[src/rtl/fm_sb_pkg.sv]
// Shared types and default constants for the spy-buffer freeze sequencer.
// State encodings are visible to software through state_o.
package fm_sb_pkg;

    typedef enum logic [2:0] {
        ST_IDLE   = 3'd0,
        ST_ARMED  = 3'd1,
        ST_POST   = 3'd2,
        ST_FROZEN = 3'd3,
        ST_INIT   = 3'd4
    } fm_sb_state_e;

    localparam int SB_N_DEF        = 128;
    localparam int PB_MODE_W_DEF   = 2;
    localparam int POST_W_DEF      = 16;
    localparam int INIT_CYC_DEF    = 8;
    localparam int RST_STRETCH_DEF = 4;
    localparam int TRIG_CNT_W      = 16;

    function automatic logic [TRIG_CNT_W-1:0] sat_inc(
        input logic [TRIG_CNT_W-1:0] v
    );
        return (&v) ? v : v + TRIG_CNT_W'(1);
    endfunction

endpackage

[src/rtl/fm_sb_freeze_seq_if.sv]
// Control/status bundle of the freeze sequencer.
// FM_SB_EXT_TRIG_EN adds the ext_trig_i pulse input.
interface fm_sb_freeze_seq_if
    import fm_sb_pkg::*;
#(
    parameter int SB_N      = SB_N_DEF,
    parameter int PB_MODE_W = PB_MODE_W_DEF,
    parameter int POST_W    = POST_W_DEF
);

    logic                      arm_i;
    logic                      sw_trig_i;
    logic                      release_i;
    logic                      init_req_i;
`ifdef FM_SB_EXT_TRIG_EN
    logic                      ext_trig_i;
`endif
    logic [POST_W-1:0]         post_trig_i;
    logic [PB_MODE_W-1:0]      pb_mode_i;
    logic [SB_N-1:0]           freeze_mask_i;
    logic [SB_N-1:0]           pb_mask_i;
    logic [SB_N-1:0]           sb_reset_i;
    logic [SB_N-1:0]           freeze_o;
    logic [SB_N*PB_MODE_W-1:0] pb_mode_o;
    logic                      init_spy_mem_o;
    logic [SB_N-1:0]           sb_reset_o;
    logic [2:0]                state_o;
    logic [TRIG_CNT_W-1:0]     trig_cnt_o;

    modport master (
`ifdef FM_SB_EXT_TRIG_EN
        output ext_trig_i,
`endif
        output arm_i, sw_trig_i, release_i, init_req_i,
        output post_trig_i, pb_mode_i,
        output freeze_mask_i, pb_mask_i, sb_reset_i,
        input  freeze_o, pb_mode_o, init_spy_mem_o,
        input  sb_reset_o, state_o, trig_cnt_o
    );

    modport slave (
`ifdef FM_SB_EXT_TRIG_EN
        input  ext_trig_i,
`endif
        input  arm_i, sw_trig_i, release_i, init_req_i,
        input  post_trig_i, pb_mode_i,
        input  freeze_mask_i, pb_mask_i, sb_reset_i,
        output freeze_o, pb_mode_o, init_spy_mem_o,
        output sb_reset_o, state_o, trig_cnt_o
    );

endinterface

[src/rtl/fm_sb_rst_stretch.sv]
// Per-channel reset stretcher: each rising edge of req yields a pulse
// RST_STRETCH cycles long; a new edge mid-pulse restarts the count.
module fm_sb_rst_stretch #(
    parameter int RST_STRETCH = 4
) (
    input  logic clk,
    input  logic rst_n,
    input  logic req,
    output logic pulse
);

    localparam int CW = $clog2(RST_STRETCH + 1);

    logic          req_q;
    logic          rise;
    logic [CW-1:0] cnt;

    assign rise = req & ~req_q;

    always_ff @(posedge clk or negedge rst_n) begin
        if (!rst_n) begin
            req_q <= 1'b0;
            cnt   <= '0;
            pulse <= 1'b0;
        end else begin
            req_q <= req;
            if (rise) begin
                cnt   <= CW'(RST_STRETCH);
                pulse <= 1'b1;
            end else if (cnt != '0) begin
                cnt   <= cnt - CW'(1);
                pulse <= (cnt != CW'(1));
            end
        end
    end

endmodule

[src/rtl/fm_sb_freeze_seq.sv]
// Spy-buffer freeze sequencer: arm/trigger/post-delay/freeze/init FSM.
// Define FM_SB_EXT_TRIG_EN to OR ext_trig_i into the trigger.
module fm_sb_freeze_seq
    import fm_sb_pkg::*;
#(
    parameter int SB_N        = SB_N_DEF,
    parameter int PB_MODE_W   = PB_MODE_W_DEF,
    parameter int POST_W      = POST_W_DEF,
    parameter int INIT_CYC    = INIT_CYC_DEF,
    parameter int RST_STRETCH = RST_STRETCH_DEF
) (
    input logic                axi_clk,
    input logic                axi_reset_n,
    fm_sb_freeze_seq_if.slave  bus
);

    localparam int IW = $clog2(INIT_CYC + 1);

    fm_sb_state_e              state;
    logic [POST_W-1:0]         post_cnt;
    logic [IW-1:0]             init_cnt;
    logic                      init_spy;
    logic [TRIG_CNT_W-1:0]     trig_cnt;
    logic [SB_N-1:0]           freeze;
    logic [SB_N*PB_MODE_W-1:0] pb_mode;
    logic [SB_N-1:0]           sb_rst;

    logic arm_q, trig_q, rel_q, init_q;
    logic arm_rise, rel_rise, init_rise, trig;

    assign arm_rise  = bus.arm_i      & ~arm_q;
    assign rel_rise  = bus.release_i  & ~rel_q;
    assign init_rise = bus.init_req_i & ~init_q;
`ifdef FM_SB_EXT_TRIG_EN
    assign trig = (bus.sw_trig_i & ~trig_q) | bus.ext_trig_i;
`else
    assign trig = bus.sw_trig_i & ~trig_q;
`endif

    always_ff @(posedge axi_clk or negedge axi_reset_n) begin
        if (!axi_reset_n) begin
            arm_q  <= 1'b0;
            trig_q <= 1'b0;
            rel_q  <= 1'b0;
            init_q <= 1'b0;
        end else begin
            arm_q  <= bus.arm_i;
            trig_q <= bus.sw_trig_i;
            rel_q  <= bus.release_i;
            init_q <= bus.init_req_i;
        end
    end

    // An init request preempts every state except INIT itself
    always_ff @(posedge axi_clk or negedge axi_reset_n) begin
        if (!axi_reset_n) begin
            state    <= ST_IDLE;
            post_cnt <= '0;
            init_cnt <= '0;
            init_spy <= 1'b0;
            trig_cnt <= '0;
        end else if (init_rise && state != ST_INIT) begin
            state    <= ST_INIT;
            init_cnt <= IW'(INIT_CYC);
            init_spy <= 1'b1;
            trig_cnt <= '0;
        end else begin
            unique case (state)
                ST_IDLE: begin
                    if (arm_rise)
                        state <= ST_ARMED;
                end
                ST_ARMED: begin
                    if (trig) begin
                        trig_cnt <= sat_inc(trig_cnt);
                        if (bus.post_trig_i == '0) begin
                            state <= ST_FROZEN;
                        end else begin
                            state    <= ST_POST;
                            post_cnt <= bus.post_trig_i;
                        end
                    end else if (!bus.arm_i) begin
                        state <= ST_IDLE;
                    end
                end
                ST_POST: begin
                    if (post_cnt == POST_W'(1))
                        state <= ST_FROZEN;
                    else
                        post_cnt <= post_cnt - POST_W'(1);
                end
                ST_FROZEN: begin
                    if (rel_rise)
                        state <= ST_IDLE;
                end
                ST_INIT: begin
                    if (init_cnt == IW'(1)) begin
                        state    <= ST_IDLE;
                        init_spy <= 1'b0;
                    end else begin
                        init_cnt <= init_cnt - IW'(1);
                    end
                end
                default: state <= ST_IDLE;
            endcase
        end
    end

    always_ff @(posedge axi_clk or negedge axi_reset_n) begin
        if (!axi_reset_n) begin
            freeze  <= '0;
            pb_mode <= '0;
        end else begin
            freeze <= (state == ST_FROZEN) ? ~bus.freeze_mask_i : '0;
            for (int i = 0; i < SB_N; i++) begin
                pb_mode[i*PB_MODE_W +: PB_MODE_W] <=
                    (state == ST_INIT || bus.pb_mask_i[i]) ? '0 : bus.pb_mode_i;
            end
        end
    end

    for (genvar g = 0; g < SB_N; g++) begin : g_ch
        fm_sb_rst_stretch #(
            .RST_STRETCH (RST_STRETCH)
        ) u_stretch (
            .clk   (axi_clk),
            .rst_n (axi_reset_n),
            .req   (bus.sb_reset_i[g]),
            .pulse (sb_rst[g])
        );
    end

    assign bus.freeze_o       = freeze;
    assign bus.pb_mode_o      = pb_mode;
    assign bus.init_spy_mem_o = init_spy;
    assign bus.sb_reset_o     = sb_rst;
    assign bus.state_o        = state;
    assign bus.trig_cnt_o     = trig_cnt;

endmodule

[src/flat_wrapper.sv]
// flat-port wrapper written by rule: the top's interface ports become plain ports
module fm_sb_freeze_seq_flat import fm_sb_pkg::*;
#(
    parameter int SB_N        = SB_N_DEF,
    parameter int PB_MODE_W   = PB_MODE_W_DEF,
    parameter int POST_W      = POST_W_DEF,
    parameter int INIT_CYC    = INIT_CYC_DEF,
    parameter int RST_STRETCH = RST_STRETCH_DEF
)
  (axi_clk, axi_reset_n, bus_arm_i, bus_sw_trig_i, bus_release_i, bus_init_req_i, bus_post_trig_i, bus_pb_mode_i, bus_freeze_mask_i, bus_pb_mask_i, bus_sb_reset_i, bus_freeze_o, bus_pb_mode_o, bus_init_spy_mem_o, bus_sb_reset_o, bus_state_o, bus_trig_cnt_o);
  fm_sb_freeze_seq_if #(.SB_N(SB_N), .PB_MODE_W(PB_MODE_W), .POST_W(POST_W)) bus_i ();
  input logic axi_clk;
  input logic axi_reset_n;
  input wire logic [$bits(bus_i.arm_i)-1:0] bus_arm_i;
  input wire logic [$bits(bus_i.sw_trig_i)-1:0] bus_sw_trig_i;
  input wire logic [$bits(bus_i.release_i)-1:0] bus_release_i;
  input wire logic [$bits(bus_i.init_req_i)-1:0] bus_init_req_i;
  input wire logic [$bits(bus_i.post_trig_i)-1:0] bus_post_trig_i;
  input wire logic [$bits(bus_i.pb_mode_i)-1:0] bus_pb_mode_i;
  input wire logic [$bits(bus_i.freeze_mask_i)-1:0] bus_freeze_mask_i;
  input wire logic [$bits(bus_i.pb_mask_i)-1:0] bus_pb_mask_i;
  input wire logic [$bits(bus_i.sb_reset_i)-1:0] bus_sb_reset_i;
  output wire logic [$bits(bus_i.freeze_o)-1:0] bus_freeze_o;
  output wire logic [$bits(bus_i.pb_mode_o)-1:0] bus_pb_mode_o;
  output wire logic [$bits(bus_i.init_spy_mem_o)-1:0] bus_init_spy_mem_o;
  output wire logic [$bits(bus_i.sb_reset_o)-1:0] bus_sb_reset_o;
  output wire logic [$bits(bus_i.state_o)-1:0] bus_state_o;
  output wire logic [$bits(bus_i.trig_cnt_o)-1:0] bus_trig_cnt_o;
  assign bus_i.arm_i = bus_arm_i;
  assign bus_i.sw_trig_i = bus_sw_trig_i;
  assign bus_i.release_i = bus_release_i;
  assign bus_i.init_req_i = bus_init_req_i;
  assign bus_i.post_trig_i = bus_post_trig_i;
  assign bus_i.pb_mode_i = bus_pb_mode_i;
  assign bus_i.freeze_mask_i = bus_freeze_mask_i;
  assign bus_i.pb_mask_i = bus_pb_mask_i;
  assign bus_i.sb_reset_i = bus_sb_reset_i;
  assign bus_freeze_o = bus_i.freeze_o;
  assign bus_pb_mode_o = bus_i.pb_mode_o;
  assign bus_init_spy_mem_o = bus_i.init_spy_mem_o;
  assign bus_sb_reset_o = bus_i.sb_reset_o;
  assign bus_state_o = bus_i.state_o;
  assign bus_trig_cnt_o = bus_i.trig_cnt_o;
  fm_sb_freeze_seq #(.SB_N(SB_N), .PB_MODE_W(PB_MODE_W), .POST_W(POST_W), .INIT_CYC(INIT_CYC), .RST_STRETCH(RST_STRETCH)) u_core (.axi_clk(axi_clk), .axi_reset_n(axi_reset_n), .bus(bus_i));
endmodule
[config.mk]
export PLATFORM = sky130hd
export DESIGN_NAME = fm_sb_freeze_seq_flat
export DESIGN_NICKNAME = d
export VERILOG_FILES = /design/src/rtl/fm_sb_pkg.sv /design/src/rtl/fm_sb_freeze_seq_if.sv /design/src/rtl/fm_sb_rst_stretch.sv /design/src/rtl/fm_sb_freeze_seq.sv /design/src/flat_wrapper.sv
export SDC_FILE = /design/constraint.sdc
export NUM_CORES = 2
export LEC_CHECK = 0
export CORE_AREA = 2 2 364 366
export DETAILED_ROUTE_END_ITERATION = 16
export DIE_AREA = 0 0 366 368
export DONT_BUFFER_PORTS = 1
export GPL_TIMING_DRIVEN = 0
export PLACE_DENSITY = 0.56
export SLEW_MARGIN = 25
export SYNTH_ARGS = -nofsm -noshare
export SYNTH_HDL_FRONTEND = slang
export SYNTH_SLANG_ARGS = --single-unit
[constraint.sdc]
create_clock -name axi_clk -period 5.5 [get_ports axi_clk]
set_input_delay 0.55 -clock axi_clk [delete_from_list [all_inputs] [get_ports axi_clk]]
set_output_delay 0.55 -clock axi_clk [all_outputs]
set_load 0.1 [all_outputs]
# [Word-level counts from Yosys, hierarchy flattened]
# Index checks and enable logic that the tools add are counted.
[totals] inputBits=408 regBits=1068 output_inout_bits=532
[op_classes] n_mux=664 n_eq_ne=145 n_reduce_logical=398 n_addsub=131 bitwise=266
[op_table] operator="$mux 3" n=263
[op_table] operator="$ne 3x1->1 const B" n=132
[op_table] operator="$reduce_bool 3->1" n=128
[op_table] operator="$sub 3x1->3 const B" n=128
[op_table] operator="$reduce_bool 2->1" n=133
[op_table] operator="$mux 1" n=260
[op_table] operator="$mux 2" n=128
[op_table] operator="$not 1->1" n=133
[op_table] operator="$and 1x1->1" n=132
[op_table] operator="$logic_or 1x1->1" n=128
[op_table] operator="$mux 128" n=1
[op_table] operator="$not 128->128" n=1
[op_table] operator="$mux 16" n=7
[op_table] operator="$pmux 16 s2" n=1
[op_table] operator="$add 16x1->16 const B" n=1
[op_table] operator="$eq 16x1->1 const B" n=1
[op_table] operator="$logic_not 16->1" n=1
[op_table] operator="$reduce_and 16->1" n=1
[op_table] operator="$sub 16x1->16 const B" n=1
[op_table] operator="$pmux 3 s5" n=1
[op_table] operator="$mux 4" n=3
[op_table] operator="$reduce_and 5->1" n=2
[op_table] operator="$eq 3x2->1 const B" n=2
[op_table] operator="$ne 2x1->1 const B" n=3
[op_table] operator="other kinds (11)" n=13

# [Depth between registers and ports, before layout]
[logic_depth] word_depth=5 mapped_depth=8

# [Hierarchy]
# From an unflattened synthesis, not the netlist that was laid out.
[hier_totals] cells_unflattened=3780 area_unflattened_um2=45248.4
[modules_own_cells] mod="fm_sb_rst_stretch" area_per_inst_um2=245.2 cells_each=21 instances=128
[modules_own_cells] mod="fm_sb_freeze_seq" area_per_inst_um2=13858.3 cells_each=1092 instances=1

# [Worst setup path before layout]
# Ideal clock, no wire load.
[synth_path] path_kind="register to register" start="reg u_core.state[0] (netlist: u_core.bus.state_o[0])" end="reg u_core.trig_cnt[13] (netlist: u_core.bus.trig_cnt_o[13])" path_slack_ns=3.094 n_path_buf=1 required_ns=5.423 stages_incl_launch_ff=7 t_arrival_ns=2.328 path_cell_list="dfrtp_1 -> buf_6 -> nor3b_4 -> nand3_2 -> a311o_1 -> or3_1 -> a21oi_1"
[synth_via] elab_chain_len=4 word_cells_on_any_way=8
[synth_lines] element="start: declaration" line="fm_sb_freeze_seq.sv:19" rtl="fm_sb_state_e state;"
[synth_lines] element="start signal: assignment" line="fm_sb_freeze_seq.sv:57" rtl="state <= ST_IDLE;"
[synth_lines] element="start signal: assignment" line="fm_sb_freeze_seq.sv:63" rtl="state <= ST_INIT;"
[synth_lines] element="start signal: assignment" line="fm_sb_freeze_seq.sv:71" rtl="state <= ST_ARMED;"
[synth_lines] element="$ne 3x3->1" line="fm_sb_freeze_seq.sv:62" rtl="end else if (init_rise && state != ST_INIT) begin"
[synth_lines] element="$logic_and 1x1->1" line="fm_sb_freeze_seq.sv:62"
[synth_lines] element="$ne 2x1->1 (no line) or $reduce_bool 2->1 (tied branches)"
[synth_lines] element="$reduce_and 3->1 (no line)"
[synth_lines] element="end signal: assignment" line="fm_sb_freeze_seq.sv:75" rtl="trig_cnt <= sat_inc(trig_cnt);"
[synth_lines] element="end: declaration" line="fm_sb_freeze_seq.sv:23" rtl="logic [TRIG_CNT_W-1:0] trig_cnt;"
# Several ways; a longest one is shown, not always the timed one.
# A chain may end at the register's enable or synchronous reset.

# [Worst setup path after layout]
[layout_path] start="reg u_core.state[1] (netlist: u_core.bus.state_o[1])" end="reg u_core.freeze[73] (netlist: u_core.bus.freeze_o[73])"
[layout_via] elab_chain_len=2
[layout_lines] element="$eq 3x2->1" line="fm_sb_freeze_seq.sv:114" rtl="freeze <= (state == ST_FROZEN) ? ~bus.freeze_mask_i : '0;"
[layout_lines] element="$mux 128" line="fm_sb_freeze_seq.sv:114"
[layout_lines] element="end signal: assignment" line="fm_sb_freeze_seq.sv:114"
[layout_lines] element="end: declaration" line="fm_sb_freeze_seq.sv:24" rtl="logic [SB_N-1:0] freeze;"
# Every way passes these cells.

==> metrics.cfg <==
[clock_network]
cts_buffers=115
cts_root_buf=clkbuf_16
cts_max_level=3
clk_latency_ns=0.73
cts_tree=done
clock_path_buffers=3
path_clk_slew_ns=0.06
clock-sinks=1068

[sta]
max_freq_ghz=0.321
maxSlewViolCount=0
period_share_pct=56.7
skew_ns=0.0675
setup_viol=0
rsz0062_at_grt=no
relSlewSlack_pct=25.9
fin_ws_ns=2.38
hold_viol=0
whs_ns=0.0896
min_period_ns=3.12
tightestPinTransition_ns=1.11
tns_ns=0

[pwr]
power_switching_mw=16.1
power_frac_clock_pct=23.2
combPwrFrac_pct=34.3
power_mw=35.4
power_frac_seq_pct=42.5
p_int_mw=19.2
swShare_pct=45.7
powerDensity_nw_per_um2=633
power.leakage_nw=25.6
irDropWorstVdd_v=0.000351

[critical_path]
start_kind=flip-flop
slowest_delay_ns=1.02
cp.arrival_ns=3.68
cp_cell_sequence=buf_6, nand3_1, clkbuf_1, clkbuf_1, nor2_1
setup.reg_to_reg.worst_slack_ns=2.38
worstPathMaxFanout=10
cp_slowest_cell=dfrtp_1
rr_endpoint=u_core.bus.freeze_o[73]$_DFF_PN0_
crit_required_ns=6.06
critPathKind=flip-flop to flip-flop
crit_top_cell=clkbuf_1
rr_startpoint=u_core.bus.state_o[1]$_DFFE_PN0P_
setup.worst_path.end_class=flip-flop
ff2ff_path_depth=5

[grt]
grt_overflow=0
grt_pass1_wl_mm=183
track_usage_pct=17.6
grt_max_degree=233
first_global_vias=29600
antenna_found_initial=42

[die]
dieArea_um2=135000
pin_count=940
initial_core_util_pct=34.6
die_h_um=368
die_w_um=366
core-area_um2=131000
num_rows=133

[yosys]
avgSynthCellArea_um2=11.5
synth_area_um2=45300
synth_edf_count=0
synth_ff_type=dfrtp_1
synthArstFlopShare_pct=100
syn-num-nets=4722
yosysSeqAreaShare_pct=59.0
yosysWarnings=0
synthCells=3925
synth.ff_latch_count=1068
synth_cell_type_count=60

[hold_path]
min_to=u_core.post_cnt[12]$_DFFE_PN0P_
hold_start=bus_post_trig_i[12]
hold_depth=2
hold_class=input port to flip-flop

[finish]
drive_gt1_share_pct=8.53
mostFrequentLayoutCell=dfrtp_1
nNetsFinal=5250
syn_to_final_growth_pct=23.4
final_cell_mix=dfrtp_1 (1,063), nor2_1 (794), dlygate4sd3_1 (402)
postLayoutCellArea_um2=55900

[place]
dp_slack_ns=1.93
dpl.hpwl_mm=86.9
gp_congestion=0.892
portBuffers=0
dpl_cell_area_um2=47600

[drt]
wl_per_cell_um=19.2
ant_nets=0
finalWirelength_mm=121
vias_per_cell=4.71
drt_iter0_drc=1760
firstDrtPassIters=5
drc_errors=0
vias=29800

[job]
drv_cap=0

[status]
status=finished clean

[sequential cells by signal, indices dropped and copies added, names as in the netlist, 3 cells and up]
register / count
u_core.g_ch.u_stretch.cnt: 384
u_core.bus.trig_cnt_o: 16
u_core.bus.pb_mode_o: 256
u_core.post_cnt: 16
u_core.g_ch.u_stretch.pulse: 128
u_core.g_ch.u_stretch.req_q: 128
u_core.bus.freeze_o: 128
u_core.init_cnt: 4
u_core.bus.state_o: 3
[timing repair]
| action | 4_1_cts | 5_1_grt |
|---|---|---|
| hold endpoints to repair | 641 | 0 |
| gates resized for setup | 0 | 0 |
| hold buffers | 402 | 0 |
| buffers inserted | 0 | 0 |
[cells in the mapped netlist (14+ instances only)]
master    instances  share of area, %
dfrtp_1        1068                59
nor2_1          794               6.6
inv_1           392               3.3
ha_1            389                11
a21oi_1         147               1.6
xnor2_1         139               2.7
nand2b_1        133               1.8
a211oi_1        132               2.2
nor2b_1         131               1.8
o31ai_1         131               2.2
buf_4           130               2.2
a2111o_1        127               3.2
nand2_1          30              0.25
buf_2            27              0.30
clkbuf_1         21              0.17
o21ai_0          20              0.22
nor4_1           14              0.19
[cell families after synthesis]
family          share of synthesized area, %
buf+inv                                 5.98
flops                                   59.0
simple gates                            11.6
mux                                   0.0470
compound gates                          9.85
fa+ha+maj                               10.8
xor+xnor                                2.71
[through the flow]
stage	utilization [%]	cells
finish	42.7	6330
global route	42.7	6320
CTS	42.6	6303
detailed placement	36.4	5686
global placement	36.3	5680
floorplan	-	3925
[layout make-up]
type | count | area, um2
Multi-Input combinational cell | 2282 | 15800
Clock inverter | 55 | 724
Tap cell | 1755 | 2200
Timing Repair Buffer | 411 | 4270
Antenna cell | 24 | 60.1
Inverter | 392 | 1470
Buffer | 183 | 1230
Sequential cell | 1068 | 26700
Fill cell | 12200 | 74900
Clock buffer | 160 | 3350
[layer usage]
metal  wire (um)  global-route usage [%]  vias up
li1            -                       -    13900
met1       49600                    21.4    14800
met2       57700                    29.0      838
met3        9010                    5.93      264
met4        4690                    6.69       28
met5         194                       0        -
[power by group through the flow]
stage	registers (mW)	logic, mW	clock network (mW)
2_1_floorplan	14.6	10.0	0
3_3_place_gp	15.1	11.5	0
3_5_place_dp	15.1	11.9	0
4_1_cts	15.0	12.2	8.42
5_1_grt	15.4	13.5	8.74
6_report	15.0	12.1	8.20
[critical path, delay by kind of cell, from the launching register on]
kind,cells,cell delay [ns]
buffers and inverters,3,1.05
and+or+nand+nor,2,0.86
DFF,1,1.02
[how the worst max path moves through the flow]
stage | slack [ns] | start | endpoint | depth (start not counted)
5_1_grt | 2.22 | u_core.bus.state_o[1]$_DFFE_PN0P_ | u_core.bus.freeze_o[73]$_DFF_PN0_ | 5
2_1_floorplan | 3.09 | u_core.bus.state_o[0]$_DFFE_PN0P_ | u_core.bus.trig_cnt_o[13]$_DFFE_PN0P_ | 6
3_5_place_dp | 1.93 | axi_reset_n | u_core.bus.trig_cnt_o[1]$_DFFE_PN0P_ | 3
4_1_cts | 2.11 | axi_reset_n | u_core.bus.init_spy_mem_o$_DFFE_PN0P_ | 4
6_report | 2.38 | u_core.bus.state_o[1]$_DFFE_PN0P_ | u_core.bus.freeze_o[73]$_DFF_PN0_ | 5
3_3_place_gp | 2.17 | u_core.bus.state_o[2]$_DFFE_PN0P_ | u_core.bus.freeze_o[73]$_DFF_PN0_ | 5
No activity file was read; power rests on OpenSTA's default activity.
